===== src/rtl/ram_1p_req_pkg.sv =====
// Shared types and constants for the single-port RAM requester and its response FIFO.
package ram_1p_req_pkg;

    typedef enum logic [0:0] {
        INIT = 1'b0,
        RUN  = 1'b1
    } state_e;

    localparam int unsigned RspDepth = 2;
    localparam int unsigned RspCntW  = $clog2(RspDepth + 1);

    // One-cycle pipe slot between an accepted request and its FIFO push.
    typedef struct packed {
        logic valid;
        logic write;
        logic err;
    } infl_t;

endpackage


===== src/rtl/ram_1p_rsp_fifo.sv =====
// Two-entry shift-style response FIFO; slot 0 is the head, so outputs come straight from flops.
module ram_1p_rsp_fifo
    import ram_1p_req_pkg::*;
#(
    parameter type item_t = logic
) (
    input  logic               clk_i,
    input  logic               rst_i,
    input  logic               push_i,
    input  item_t              data_i,
    input  logic               pop_i,
    output logic               valid_o,
    output item_t              head_o,
    output logic [RspCntW-1:0] count_o
);

    item_t              slot_q [RspDepth];
    item_t              slot_d [RspDepth];
    logic [RspCntW-1:0] count_q, count_d;
    logic [RspCntW-1:0] wr_idx;
    logic               pop_eff;

    always_comb begin
        slot_d  = slot_q;
        pop_eff = pop_i && (count_q != '0);
        wr_idx  = count_q - RspCntW'(pop_eff);
        if (pop_eff) begin
            for (int i = 0; i < int'(RspDepth) - 1; i++) begin
                slot_d[i] = slot_q[i+1];
            end
        end
        if (push_i) begin
            for (int i = 0; i < int'(RspDepth); i++) begin
                if (wr_idx == RspCntW'(i)) begin
                    slot_d[i] = data_i;
                end
            end
        end
        count_d = count_q + RspCntW'(push_i) - RspCntW'(pop_eff);
    end

    always_ff @(posedge clk_i) begin
        if (rst_i) begin
            count_q <= '0;
            // NOTE: storage is tiny and drives rsp_* directly, so it is reset to keep outputs at 0.
            for (int i = 0; i < int'(RspDepth); i++) begin
                slot_q[i] <= '0;
            end
        end else begin
            count_q <= count_d;
            slot_q  <= slot_d;
        end
    end

    assign valid_o = (count_q != '0);
    assign head_o  = slot_q[0];
    assign count_o = count_q;

    // Upstream credit logic must make this unreachable.
    assert property (@(posedge clk_i) disable iff (rst_i)
        !(push_i && !pop_eff && count_q == RspCntW'(RspDepth)));

endmodule


===== src/rtl/ram_1p_requester.sv =====
// Valid/ready request stream to single-port RAM cycles, with a zeroizing sweep after reset and
// a credit-limited response FIFO that catches one-cycle rdata under back-pressure.
module ram_1p_requester
    import ram_1p_req_pkg::*;
#(
    parameter int unsigned       Width       = 32,
    parameter int unsigned       Depth       = 512,
    parameter bit                InitOnReset = 1'b1,
    parameter logic [Width-1:0]  InitValue   = '0,
    localparam int unsigned      Aw          = $clog2(Depth),
    localparam int unsigned      NB          = Width / 8
) (
    input  logic             clk_i,
    input  logic             rst_i,
    input  logic             req_valid_i,
    output logic             req_ready_o,
    input  logic             req_write_i,
    input  logic [Aw-1:0]    req_addr_i,
    input  logic [Width-1:0] req_wdata_i,
    input  logic [NB-1:0]    req_be_i,
    output logic             rsp_valid_o,
    input  logic             rsp_ready_i,
    output logic [Width-1:0] rsp_rdata_o,
    output logic             rsp_write_o,
    output logic             rsp_err_o,
    output logic             init_done_o,
    output logic             ram_req_o,
    output logic             ram_write_o,
    output logic [Aw-1:0]    ram_addr_o,
    output logic [Width-1:0] ram_wdata_o,
    output logic [Width-1:0] ram_wmask_o,
    input  logic [Width-1:0] ram_rdata_i
);

    typedef struct packed {
        logic [Width-1:0] rdata;
        logic             write;
        logic             err;
    } rsp_t;

    localparam logic [Aw-1:0] LastAddr = Aw'(Depth - 1);

    state_e             state_q, state_d;
    logic [Aw-1:0]      cnt_q, cnt_d;
    logic               init_done_q, init_done_d;
    infl_t              infl_q, infl_d;

    logic [RspCntW-1:0] fifo_count;
    logic [RspCntW-1:0] occ;
    logic               req_err;
    logic [Width-1:0]   wmask;
    rsp_t               push_data;
    rsp_t               rsp_head;

    always_comb begin
        wmask = '0;
        for (int b = 0; b < int'(NB); b++) begin
            wmask[8*b +: 8] = {8{req_be_i[b]}};
        end
    end

    // NOTE: every output of this block gets a default first, so no path can infer a latch.
    always_comb begin
        state_d     = state_q;
        cnt_d       = cnt_q;
        infl_d      = '0;
        req_ready_o = 1'b0;
        ram_req_o   = 1'b0;
        ram_write_o = 1'b0;
        ram_addr_o  = '0;
        ram_wdata_o = '0;
        ram_wmask_o = '0;
        occ         = fifo_count + RspCntW'(infl_q.valid);
        req_err     = (32'(req_addr_i) >= Depth);

        if (state_q == INIT) begin
            if (!rst_i) begin
                ram_req_o   = 1'b1;
                ram_write_o = 1'b1;
                ram_addr_o  = cnt_q;
                ram_wdata_o = InitValue;
                ram_wmask_o = '1;
                if (cnt_q == LastAddr) begin
                    state_d = RUN;
                    cnt_d   = '0;
                end else begin
                    cnt_d = cnt_q + 1'b1;
                end
            end
        end else begin
            // A full pipe may still accept when the head leaves this same cycle.
            req_ready_o = !rst_i && ((occ < RspCntW'(RspDepth)) ||
                          (occ == RspCntW'(RspDepth) && rsp_valid_o && rsp_ready_i));
            if (req_valid_i && req_ready_o) begin
                ram_req_o   = !req_err;
                ram_write_o = req_write_i;
                ram_addr_o  = req_addr_i;
                ram_wdata_o = req_wdata_i;
                ram_wmask_o = wmask;
                infl_d      = '{valid: 1'b1, write: req_write_i, err: req_err};
            end
        end

        init_done_d = (state_d == RUN);
    end

    always_ff @(posedge clk_i) begin
        // NOTE: sequential state uses non-blocking assignments so every flop samples pre-edge values.
        if (rst_i) begin
            state_q     <= InitOnReset ? INIT : RUN;
            cnt_q       <= '0;
            init_done_q <= 1'b0;
            infl_q      <= '0;
        end else begin
            state_q     <= state_d;
            cnt_q       <= cnt_d;
            init_done_q <= init_done_d;
            infl_q      <= infl_d;
        end
    end

    assign push_data = '{
        rdata: (infl_q.write || infl_q.err) ? '0 : ram_rdata_i,
        write: infl_q.write,
        err:   infl_q.err
    };

    ram_1p_rsp_fifo #(
        .item_t (rsp_t)
    ) u_rsp_fifo (
        .clk_i   (clk_i),
        .rst_i   (rst_i),
        .push_i  (infl_q.valid),
        .data_i  (push_data),
        .pop_i   (rsp_ready_i),
        .valid_o (rsp_valid_o),
        .head_o  (rsp_head),
        .count_o (fifo_count)
    );

    assign rsp_rdata_o = rsp_head.rdata;
    assign rsp_write_o = rsp_head.write;
    assign rsp_err_o   = rsp_head.err;
    assign init_done_o = init_done_q;

endmodule

===== config.mk =====
export PLATFORM = sky130hd
export DESIGN_NAME = ram_1p_requester
export DESIGN_NICKNAME = d
export VERILOG_FILES = /design/src/rtl/ram_1p_req_pkg.sv /design/src/rtl/ram_1p_rsp_fifo.sv /design/src/rtl/ram_1p_requester.sv
export SDC_FILE = /design/constraint.sdc
export NUM_CORES = 1
export LEC_CHECK = 0
export CAP_MARGIN = 10
export CORE_MARGIN = 5
export CORE_UTILIZATION = 55
export CTS_BUF_LIST = sky130_fd_sc_hd__clkbuf_8
export CTS_CLUSTER_DIAMETER = 200
export DETAILED_ROUTE_END_ITERATION = 6
export DONT_BUFFER_PORTS = 1
export GPL_TIMING_DRIVEN = 0
export PLACE_DENSITY_LB_ADDON = 0.3
export REMOVE_ABC_BUFFERS = 1
export SETUP_SLACK_MARGIN = 0.5
export SLEW_MARGIN = 20
export SYNTH_ARGS = -nofsm -noshare
export SYNTH_HDL_FRONTEND = slang
export SYNTH_SLANG_ARGS = --single-unit

===== constraint.sdc =====
create_clock -name clk_i -period 3.66 [get_ports clk_i]
set_input_delay 0.732 -clock clk_i [delete_from_list [all_inputs] [get_ports clk_i]]
set_output_delay 0.732 -clock clk_i [all_outputs]
set_load 0.005 [all_outputs]

### Yosys cells after proc, flatten, opt, wreduce, memory -nomap -nowiden

Index checks and enable logic that the tools add are counted.

* bits in registers: 83
* input bits: 82

* add/subtract/negate cells: 4
* magnitude comparators: 1
* equal/unequal tests: 3
* mux-type cells: 23
* bitwise logic cells: 2
* reductions and logical operators: 13

Operators by type and width (number)
* $mux 32: 6
* $mux 34: 3
* $mux 68: 1
* $mux 9: 4
* $add 9x1->9 const B: 1
* $eq 9x9->1 const B: 1
* $mux 1: 8
* $logic_and 1x1->1: 5
* $sub 2x1->2: 2
* $mux 3: 1
* $reduce_or 3->1: 1
* $add 2x1->2: 1
* $eq 2x1->1 const B: 1
* $eq 2x2->1 const B: 1
* $logic_not 2->1: 1
* $logic_or 1x1->1: 2
* $lt 2x2->1 const B: 1
* $not 1->1: 2
* $reduce_and 2->1: 1
* $reduce_bool 2->1: 1
* $reduce_or 2->1: 1
* $logic_not 1->1: 1

### Longest topological paths before layout

* depth after elaboration: 9
* mapped depth: 10
* depth with buffers taken out: 7

### Modules after synthesis

A second synthesis with hierarchy kept.

* cells, all modules: 599
* area total of the unflattened synthesis: 5134.9 µm²

Modules (own cells, without submodules)
* ram_1p_rsp_fifo: times used 1, cells each 393, area each 3651.0 µm², seq. area each 1401.3 µm²
* ram_1p_requester: times used 1, cells each 206, area each 1483.9 µm², seq. area each 240.2 µm²

### Worst setup path after synthesis

No wires, ideal clock.

* path kind: input to output
* from: input rsp_ready_i
* to: output ram_wmask_o[10]
* arrival time: 1.968 ns
* required time: 2.928 ns
* slack: 0.960 ns
* stages: 5
* path through: and3b_1 -> o221ai_1 -> buf_2 -> o21ai_0 -> buf_4

* word-level cells in the longest chain between the ends: 6

Ends and longest elaborated chain
* from (decl): line ram_1p_requester.sv:22 `input logic rsp_ready_i,`
* $logic_and 1x1->1: line ram_1p_requester.sv:93 `(occ == RspCntW'(RspDepth) && rsp_valid_o && rsp_ready_i));`
* $logic_or 1x1->1: line ram_1p_requester.sv:92 `req_ready_o = !rst_i && ((occ < RspCntW'(RspDepth)) ||`
* $logic_and 1x1->1: line ram_1p_requester.sv:92
* $logic_and 1x1->1: line ram_1p_requester.sv:94 `if (req_valid_i && req_ready_o) begin`
* $mux 32: line ram_1p_requester.sv:94
* $mux 32: line ram_1p_requester.sv:76 `if (state_q == INIT) begin`
* to (decl): line ram_1p_requester.sv:31 `output logic [Width-1:0] ram_wmask_o,`

Every way passes these cells.

==> results.rst <==
.. list-table::
   :header-rows: 1

   * - Metric
     - Value
   * - Vias in the first global route
     - 3,880
   * - Number of buffers created by CTS
     - 9
   * - Die span in x
     - between 100 and 150 um
   * - Cell Area, Placed
     - around 0.0043 mm^2
   * - Largest fanout on the critical path
     - 35
   * - Arrival time reported for the critical path endpoint
     - around 2.3 ns
   * - Number of unique standard cell types used by synthesis
     - 40
   * - Comb power frac
     - between 15 and 20%
   * - EDFF count, synth
     - 0
   * - Final worst path period share
     - ~80%
   * - Peak VDD IR
     - about 0.00018 V
   * - Clock latency at the later pin of the worst-skew pair
     - roughly 0.36 ns
   * - Ordered list of cells on the worst path
     - nand2_2, nor3_1
   * - Share of Yosys cell area claimed by the top area cell type
     - 35.0%
   * - CTS tree
     - yes
   * - Flop2flop setup slack
     - 0.67 ns
   * - Post-synthesis register bit count
     - 81
   * - Overall power consumption
     - 1.91 mW
   * - Std-Cell Rows
     - 33
   * - Vias
     - roughly 4,000
   * - Routed wirelength normalized by instance count
     - approximately 20 um
   * - Sequential fraction of the synthesis area
     - 35.0%
   * - Worst clock skew
     - about 0.013 ns
   * - DRC marker count from the first detailed-route iteration
     - 204
   * - Switching power as a share of total power
     - a little over 30%
   * - Growth of design area from synthesis to finish
     - -0.595%
   * - Warning count from the yosys run
     - 0
   * - Share of cells above drive strength 1
     - 8.33%
   * - Worst-path cell with the longest stage delay
     - sky130_fd_sc_hd__dfxtp_1
   * - Proportion of synthesized flip-flops having asynchronous set or reset
     - 0%
   * - Crit start category
     - flop
   * - Internal Power
     - around 1.3 mW
   * - Cell count after synthesis
     - between 600 and 700
   * - Post-route standard cell area excluding fillers
     - roughly 0.0046 mm^2
   * - First drt pass iteration count
     - 5
   * - Area of the core
     - roughly 0.0082 mm^2
   * - Global placer's final weighted congestion
     - 0.926
   * - ANT nets after route
     - 0
   * - Clk Tree Root Cell
     - sky130_fd_sc_hd__clkbuf_8
   * - Overall die area
     - just over 0.01 mm^2
   * - Ranking of synthesized cells by instance count
     - 85 x sky130_fd_sc_hd__nand2_1, 81 x sky130_fd_sc_hd__dfxtp_1, 68 x sky130_fd_sc_hd__nor3_1
   * - Outcome
     - complete, no violations
   * - Final hold violations
     - 0
   * - Total global routing overflow
     - 0
   * - Rel. slew slack
     - a little under half
   * - Maximum capacitance violations
     - 0
   * - Switching power total
     - approximately 0.58 mW
   * - Setup TNS after final layout
     - 0 ns
   * - Data required time of the worst path
     - 2.93 ns
   * - Area contributors post-synth
     - sky130_fd_sc_hd__dfxtp_1 35%, sky130_fd_sc_hd__buf_4 11%, sky130_fd_sc_hd__nor3_1 7.4%
   * - Post-CTS clock slew at the launch and capture registers of the worst setup and hold paths
     - about 0.09 ns
   * - Overall global routing resource usage
     - about a quarter
   * - Cell accounting for the most synthesized area
     - sky130_fd_sc_hd__dfxtp_1
   * - Number of setup violations in the final report
     - 0
   * - Part of the total power dissipated in the clock network
     - 35.7%
   * - Antenna violations before repair
     - 3
   * - Sequential Power Share
     - between 40% and 50%
   * - Maximum number of pins on one net before global-route repair
     - 88
   * - Detailed-route DRC error count
     - 0
   * - Final number of max-transition violations
     - 0
   * - Clk sink count
     - slightly above 80
   * - Delay of the slowest cell on the worst path
     - between 0.8 and 0.9 ns
   * - Layout net count
     - 622
   * - Post-synthesis cell area
     - 0.00463 mm^2
   * - Path type of the worst min-delay path
     - in2reg
   * - Buffers on Ports
     - 0
   * - Static leakage
     - roughly 1.5 nW
   * - I/O pin count
     - roughly 190
   * - Dominant synthesized flop cell
     - sky130_fd_sc_hd__dfxtp_1
   * - Critical path start-end classification
     - reg2out
   * - H-tree levels
     - 3
   * - Final Critical Period
     - roughly 3 ns
   * - Effective utilization at floorplan
     - ~56%
   * - DP Wirelength
     - between 8 and 9 mm
   * - Final core utilization
     - roughly 56%
   * - DR vias/cell
     - about 6.3
   * - Power density of the placed cells
     - 415 mW/mm^2
   * - CP Capture Type
     - output pin
   * - Global-route wire length before repair
     - about 20 mm
   * - Die Y-Extent
     - 102 um
   * - Cell with the most instances after synthesis
     - sky130_fd_sc_hd__nand2_1
   * - RSZ-0062 raised after global routing
     - yes
   * - DRT Wirelength
     - roughly 13 mm
   * - Max Clock Freq
     - roughly 330 MHz
   * - Deepest clock path buffer count
     - 2
   * - Synthesized area per cell
     - around 7.4 um^2
   * - Least-Margin Pin Slew
     - between 0.8 and 0.9 ns
   * - Fill cell total of the finished layout
     - 754
-- worst max-delay path, delay by kind of cell, from the launching register on --
kind / cells / cell delay (ns)
and+or+nand+nor: 2 / 1.04
DFF: 1 / 0.86
-- final timing paths --
| path | from | cells past startpoint | endpoint |
|---|---|---|---|
| setup / recovery | init_done_o$_SDFF_PP0_ | 2 | ram_wdata_o[30] |
| hold / removal | rst_i | 1 | u_rsp_fifo.slot_q[26]$_SDFFE_PP0P_ |
| setup reg to reg | u_rsp_fifo.count_o[1]$_SDFF_PP0_ | 7 | u_rsp_fifo.head_o[0]$_SDFF_PP0_ |
| hold reg to reg | u_rsp_fifo.slot_q[29]$_SDFFE_PP0P_ | 2 | u_rsp_fifo.head_o[29]$_SDFF_PP0_ |
-- state kept, by name, summed over array words and instances (netlist names) --
signal	flops
u_rsp_fifo.count_o	2
u_rsp_fifo.slot_q	33
init_done_o	1
infl_q	2
cnt_q	9
u_rsp_fifo.head_o	34
-- repair_timing --
| action | in CTS | in global routing |
|---|---|---|
| gates resized for setup | 12 | 3 |
| gates cloned | 2 | 0 |
| hold buffers | 0 | 0 |
| buffers inserted | 1 | 0 |
| pin swaps | 4 | 4 |
| endpoints found under the setup margin | 128 | 39 |
-- power by group through the flow --
| stage | Sequential [mW] | Combinational, mW | Clock (mW) |
|---|---|---|---|
| floorplan | 0.915 | 0.158 | 0 |
| global placement | 0.916 | 0.220 | 0 |
| detailed placement | 0.920 | 0.301 | 0 |
| global route | 0.904 | 0.354 | 0.736 |
| finish | 0.902 | 0.324 | 0.682 |
| CTS | 0.902 | 0.323 | 0.691 |
-- area by class of cell --
cell class                 count  area [um^2]  share of cell area, %
clock inverter                 6         66.3                   1.44
tap                          105          131                   2.85
sequential                    81         1630                   35.3
clock buffer                  10          138                   2.99
timing repair buffer           7          148                   3.21
multi-input combinational    390         2310                   50.2
antenna                        3         7.51                  0.163
inverter                      46          175                   3.81
-- stage by stage --
stage	std cells	hold slack, ns	setup slack [ns]
finish	648	0.427	0.663
global route	648	0.412	0.461
CTS	645	0.421	0.515
floorplan	515	0.448	-0.960
global placement	620	0.453	-3.19
detailed placement	626	0.461	-0.255
-- layout by cell type (no fill, tap or decap), drive strengths merged, types with 3 or more instances in the layout --
cell	n
a21oi	37
a311oi	33
buf	7
clkbuf	10
dfxtp	81
diode	3
ha	5
inv	48
nand2	85
nand2b	3
nand3	35
nor2	12
nor2b	36
nor3	68
o21ai	40
o32ai	9
xnor2	4
xor2	3
-- cell families (layout without fill, tap and decap cells) --
logic type | count (synthesis) | in the layout | synth area share [%]
simple gates | 250 | 250 | 26.2
compound gates | 126 | 127 | 17.5
xor+xnor | 6 | 7 | 1.30
buf+inv | 159 | 69 | 18.5
mux | 1 | 1 | 0.216
fa+ha+maj | 5 | 5 | 1.35
flops | 81 | 81 | 35.0
other cells | 0 | 3 | 0
-- layer usage --
metal  routed length (um)  vias to the layer above  GRT usage, %
li1                     -                     1914             -
met1                 5000                     1938          29.0
met2                 6520                      188          42.5
met3                 1070                       24          7.58
met4                  279                        0          8.49
met5                    0                        -             0
Power figures use the tool's default switching activity.
